## config.mk

```make
export PLATFORM = sky130hd
export DESIGN_NAME = jtdsp16_irq
export DESIGN_NICKNAME = d
export VERILOG_FILES = /design/src/rtl/jtdsp16_irq.sv
export SDC_FILE = /design/constraint.sdc
export NUM_CORES = 1
export LEC_CHECK = 0
export ABC_AREA = 1
export CAP_MARGIN = 20
export CELL_PAD_IN_SITES_DETAIL_PLACEMENT = 1
export CELL_PAD_IN_SITES_GLOBAL_PLACEMENT = 1
export CORE_UTILIZATION = 30
export CTS_CLUSTER_SIZE = 28
export DETAILED_ROUTE_END_ITERATION = 12
export PLACE_DENSITY = 0.71
export SLEW_MARGIN = 15
export SYNTH_ARGS = -nofsm -noshare
export SYNTH_HDL_FRONTEND = slang
export SYNTH_SLANG_ARGS = --single-unit
```

## constraint.sdc

```tcl
create_clock -name clk -period 0.9 [get_ports clk]
set_input_delay 0.09 -clock clk [delete_from_list [all_inputs] [get_ports clk]]
set_output_delay 0.09 -clock clk [all_outputs]
set_load 0.01 [all_outputs]
```

## src/rtl/jtdsp16_irq.sv

```systemverilog
// Interrupt sequencer for the JTDSP16 core: synchronises the irq pin, latches
// rising edges and redirects the program at a safe instruction boundary.
module jtdsp16_irq #(
    parameter int SYNC = 2
) (
    input  logic clk,
    input  logic rst,
    input  logic cen,
    input  logic irq,
    input  logic no_int,
    input  logic ireturn,
    output logic icall,
    output logic iack,
    output logic shadow,
    output logic pending,
    output logic overrun
);

    // state | meaning
    // NORM  | main program running, dispatch allowed at an instruction boundary
    // ISR   | inside the interrupt routine, new edges latch but never dispatch
    // GUARD | after ireturn, waits for one main-program instruction boundary
    typedef enum logic [1:0] {
        NORM  = 2'd0,
        ISR   = 2'd1,
        GUARD = 2'd2
    } state_t;

    state_t    st, st_nx;
    logic [SYNC-1:0] sync;
    logic      irq_s;
    logic      irq_l;
    logic      irq_edge;
    logic      dispatch;
    logic      icall_nx, iack_nx, shadow_nx, pending_nx, overrun_nx;

    // Synchroniser presets high so a pin already high at reset release never
    // looks like a fresh edge once irq_l starts tracking it.
    always_ff @(posedge clk or posedge rst) begin
        if (rst) begin
            sync <= '1;
        end else begin
            sync <= {sync[SYNC-2:0], irq};
        end
    end

    assign irq_s = sync[SYNC-1];

    always_comb begin
        st_nx      = st;
        dispatch   = 1'b0;
        shadow_nx  = shadow;
        case (st)
            NORM: begin
                if (pending && !no_int) begin
                    dispatch  = 1'b1;
                    shadow_nx = 1'b0;
                    st_nx     = ISR;
                end
            end
            ISR: begin
                if (ireturn) begin
                    shadow_nx = 1'b1;
                    st_nx     = GUARD;
                end
            end
            GUARD: begin
                if (!no_int) st_nx = NORM;
            end
            default: begin
                shadow_nx = 1'b1;
                st_nx     = NORM;
            end
        endcase

        // A new edge in the dispatch slot must not be swallowed
        if (irq_edge)      pending_nx = 1'b1;
        else if (dispatch) pending_nx = 1'b0;
        else               pending_nx = pending;

        if (irq_edge && pending) overrun_nx = 1'b1;
        else if (ireturn)        overrun_nx = 1'b0;
        else                     overrun_nx = overrun;

        icall_nx = dispatch;
        iack_nx  = dispatch | icall;
    end

    always_ff @(posedge clk or posedge rst) begin
        if (rst) begin
            st       <= NORM;
            irq_l    <= 1'b1;
            irq_edge <= 1'b0;
            icall    <= 1'b0;
            iack     <= 1'b0;
            shadow   <= 1'b1;
            pending  <= 1'b0;
            overrun  <= 1'b0;
        end else if (cen) begin
            st       <= st_nx;
            irq_l    <= irq_s;
            irq_edge <= irq_s & ~irq_l;
            icall    <= icall_nx;
            iack     <= iack_nx;
            shadow   <= shadow_nx;
            pending  <= pending_nx;
            overrun  <= overrun_nx;
        end
    end

endmodule
```

==> impl_metrics.yaml <==
worst_setup_path:
  slowest_stage: "dfrtp_2"
  worstPathMaxFanout: 5
  slowest_delay_ns: 0.45
  cp-startpoint: "st[1]$_DFFE_PP0P_"
  crit_type: "register to register"
  crit_chain: "nor2_4, buf_4, nand3_4, nand2_2, nand2_1"
  crit-reg2reg-launch: "st[1]$_DFFE_PP0P_"
  critPathRequiredTime_ns: 1.06
  endpoint_kind: "register"
  reg2reg_setup_slack_ns: -0.08
  setup.worst_path.start_class: "register"
  rr_endpoint: "pending$_DFFE_PP0P_"
  reg2regPathDepth: 5
  crit_arrival_ns: 1.14
  worstSetupEndpoint: "pending$_DFFE_PP0P_"
synthesis:
  synth_area_sq_um: 475
  ys_ff_latch: 11
  synthTopCellsByArea: "dfrtp_1 37%, dfstp_2 22%, nand2_1 15%"
  postSynthCellCount: 54
  syn_nets: 60
  avgSynthCellArea_sq_um: 8.80
  yosys_warnings: 0
  synth_top_area_share: 0.368
  ys_types: 12
  synth_area_leader_cell: "dfrtp_1"
  yosysSeqAreaShare: 0.589
layout:
  final_area_sq_um: 697
  insertedDiodeCount: 0
  drive_gt1_frac: 0.403
  fin_util: 0.468
  final_cell_mix: "17 x nand2_1, 9 x inv_1, 9 x buf_4"
  area_growth_pct: 46.6
  final_nets: 84
  final_common_cell: "nand2_1"
power:
  pwr-share-comb: 0.441
  p_switching_mw: 0.724
  switching_share: 0.355
  power_frac_seq: 0.403
  vdd_drop_max_mv: 1.07
  power_density_nw_per_um2: 2930
  pwr-share-clk: 0.155
  power_leakage_nw: 0.366
  p_int_mw: 1.31
clock_tree:
  ctsHtreeMaxLevel: 1
  tritoncts: "done"
  clk_latency_ns: 0.26
  clock-sinks: 11
  root_buffer: "clkbuf_4"
  cts_made_buffers: 3
  clk_pin_slew_ns: 0.07
  cts_buffer_depth: 2
  cts_hold_repair.buffers: 0
floorplan:
  die_x_microns: 41.8
  start_util: 0.319
  die_area_sq_um: 1750
  core_sq_um: 1490
  die_y_microns: 41.8
  rows: 14
  pin_count: 11
job:
  maxCapViolCount: 0
status:
  status: "complete, but fails checks"
  violations: "setup timing"
placed_design:
  gp_congestion: 0.764
  preCtsSetupSlack_ns: -0.268
  io_buffers: 10
  hpwl_microns: 734
  dpl-instance-area_sq_um: 637
sta:
  fin_crit_sh: 1.09
  fin_crit_ns: 0.985
  fin_ws_ns: -0.0848
  final.setup_skew_ns: 0.00800
  max_freq_mhz: 1020
  slew_headroom: 0.833
  finalHoldViolCount: 0
  rsz0062_at_grt: "yes"
  drv_slew: 0
  finalSetupViolations: 8
  worst_slew_pin_slew_ns: 0.251
drt:
  num_vias: 418
  routedWlPerCell_microns: 11.1
  drt-initial-drc-count: 4
  drc: 0
  routed_wl_mm: 1.03
  vias_per_cell: 4.49
  drtPass1Iterations: 2
  ant_nets: 0
global_route:
  grt_pass1_wl_mm: 1.73
  grt.total_usage: 0.130
  overflow: 0
  antenna_found_initial: 0
  grt_pass1_vias: 432
  grt_start_max_net_pins: 8
worst_hold_path:
  hp-class: "input port to asynchronous set/reset pin"
[layout make-up]
type	instances	area [sq um]
sequential	11	283
inverter	10	37.5
tap	16	20.0
clock buffer	4	26.3
timing repair buffer	20	159
fill	181	792
multi-input combinational	32	171
[cell families (layout without fill, tap and decap cells)]
family	after synthesis	after routing	synth area share
and+or+nand+nor	25	25	0.216
DFF	11	11	0.589
buffers and inverters	11	34	0.103
AOI/OAI and AO/OA	7	7	0.0921
[Yosys cell counts]
library cell,instances
o22ai_1,1
nand2_1,19
o21ai_0,4
buf_6,1
dfstp_2,4
dfrtp_1,7
nand2_2,2
o211ai_1,1
nor2_1,1
inv_1,10
a32o_1,1
nand3_1,3
[stage by stage]
stage	hold WS [ns]	instances	TNS (ns)	total power, mW
after floorplan	-0.0604	54	-0.00498	1.16
after global placement	0.349	86	-2.26	1.54
after detailed placement	0.347	86	-2.48	1.55
after CTS	0.0921	92	-0.428	1.90
after global routing	0.136	93	-0.919	2.21
final	0.0939	93	-0.431	2.04
[worst min-delay path by stage]
stage / cells past startpoint / startpoint / slack, ns / to
2_1_floorplan: 1 / rst / -0.06 / iack$_DFFE_PP0P_
6_report: 3 / rst / 0.09 / iack$_DFFE_PP0P_
5_1_grt: 3 / rst / 0.14 / iack$_DFFE_PP0P_
4_1_cts: 3 / rst / 0.09 / iack$_DFFE_PP0P_
3_3_place_gp: 0 / sync[0]$_DFF_PP1_ / 0.35 / sync[1]$_DFF_PP1_
3_5_place_dp: 0 / sync[0]$_DFF_PP1_ / 0.35 / sync[1]$_DFF_PP1_
[timing repair]
| action | 4_1_cts | 5_1_grt |
|---|---|---|
| resized for setup | 24 | 9 |
| setup buffers | 2 | 1 |
| pin swaps | 1 | 4 |
| endpoints found under the setup margin | 12 | 11 |
[sequential cells by signal, indices dropped and copies added, names as in the netlist]
signal    count
iack          1
icall         1
irq_edge      1
irq_l         1
overrun       1
pending       1
shadow        1
st            2
sync          2
[worst max-delay path: cells and delay by family, from the launching register on]
| family | cells | cell delay (ns) |
|---|---|---|
| flip-flops | 1 | 0.45 |
| AND/OR/NAND/NOR | 4 | 0.32 |
| buffers and inverters | 1 | 0.12 |
[per-layer routing]
| metal | wire (microns) | vias up | global-route usage |
|---|---|---|---|
| met1 | 496 | 198 | 0.184 |
| met3 | 32 | 0 | 0.0130 |
| met4 | 0 | 0 | 0.0581 |
| li1 | - | 213 | - |
| met5 | 0 | - | 0 |
| met2 | 505 | 7 | 0.200 |
[power groups by stage]
stage	Sequential (mW)	Combinational (mW)	Clock [mW]
floorplan	0.818	0.340	0
global placement	0.790	0.753	0
detailed placement	0.790	0.762	0
CTS	0.784	0.785	0.331
global route	0.843	1.02	0.352
finish	0.823	0.899	0.317
(Power assumes the default switching activity.)
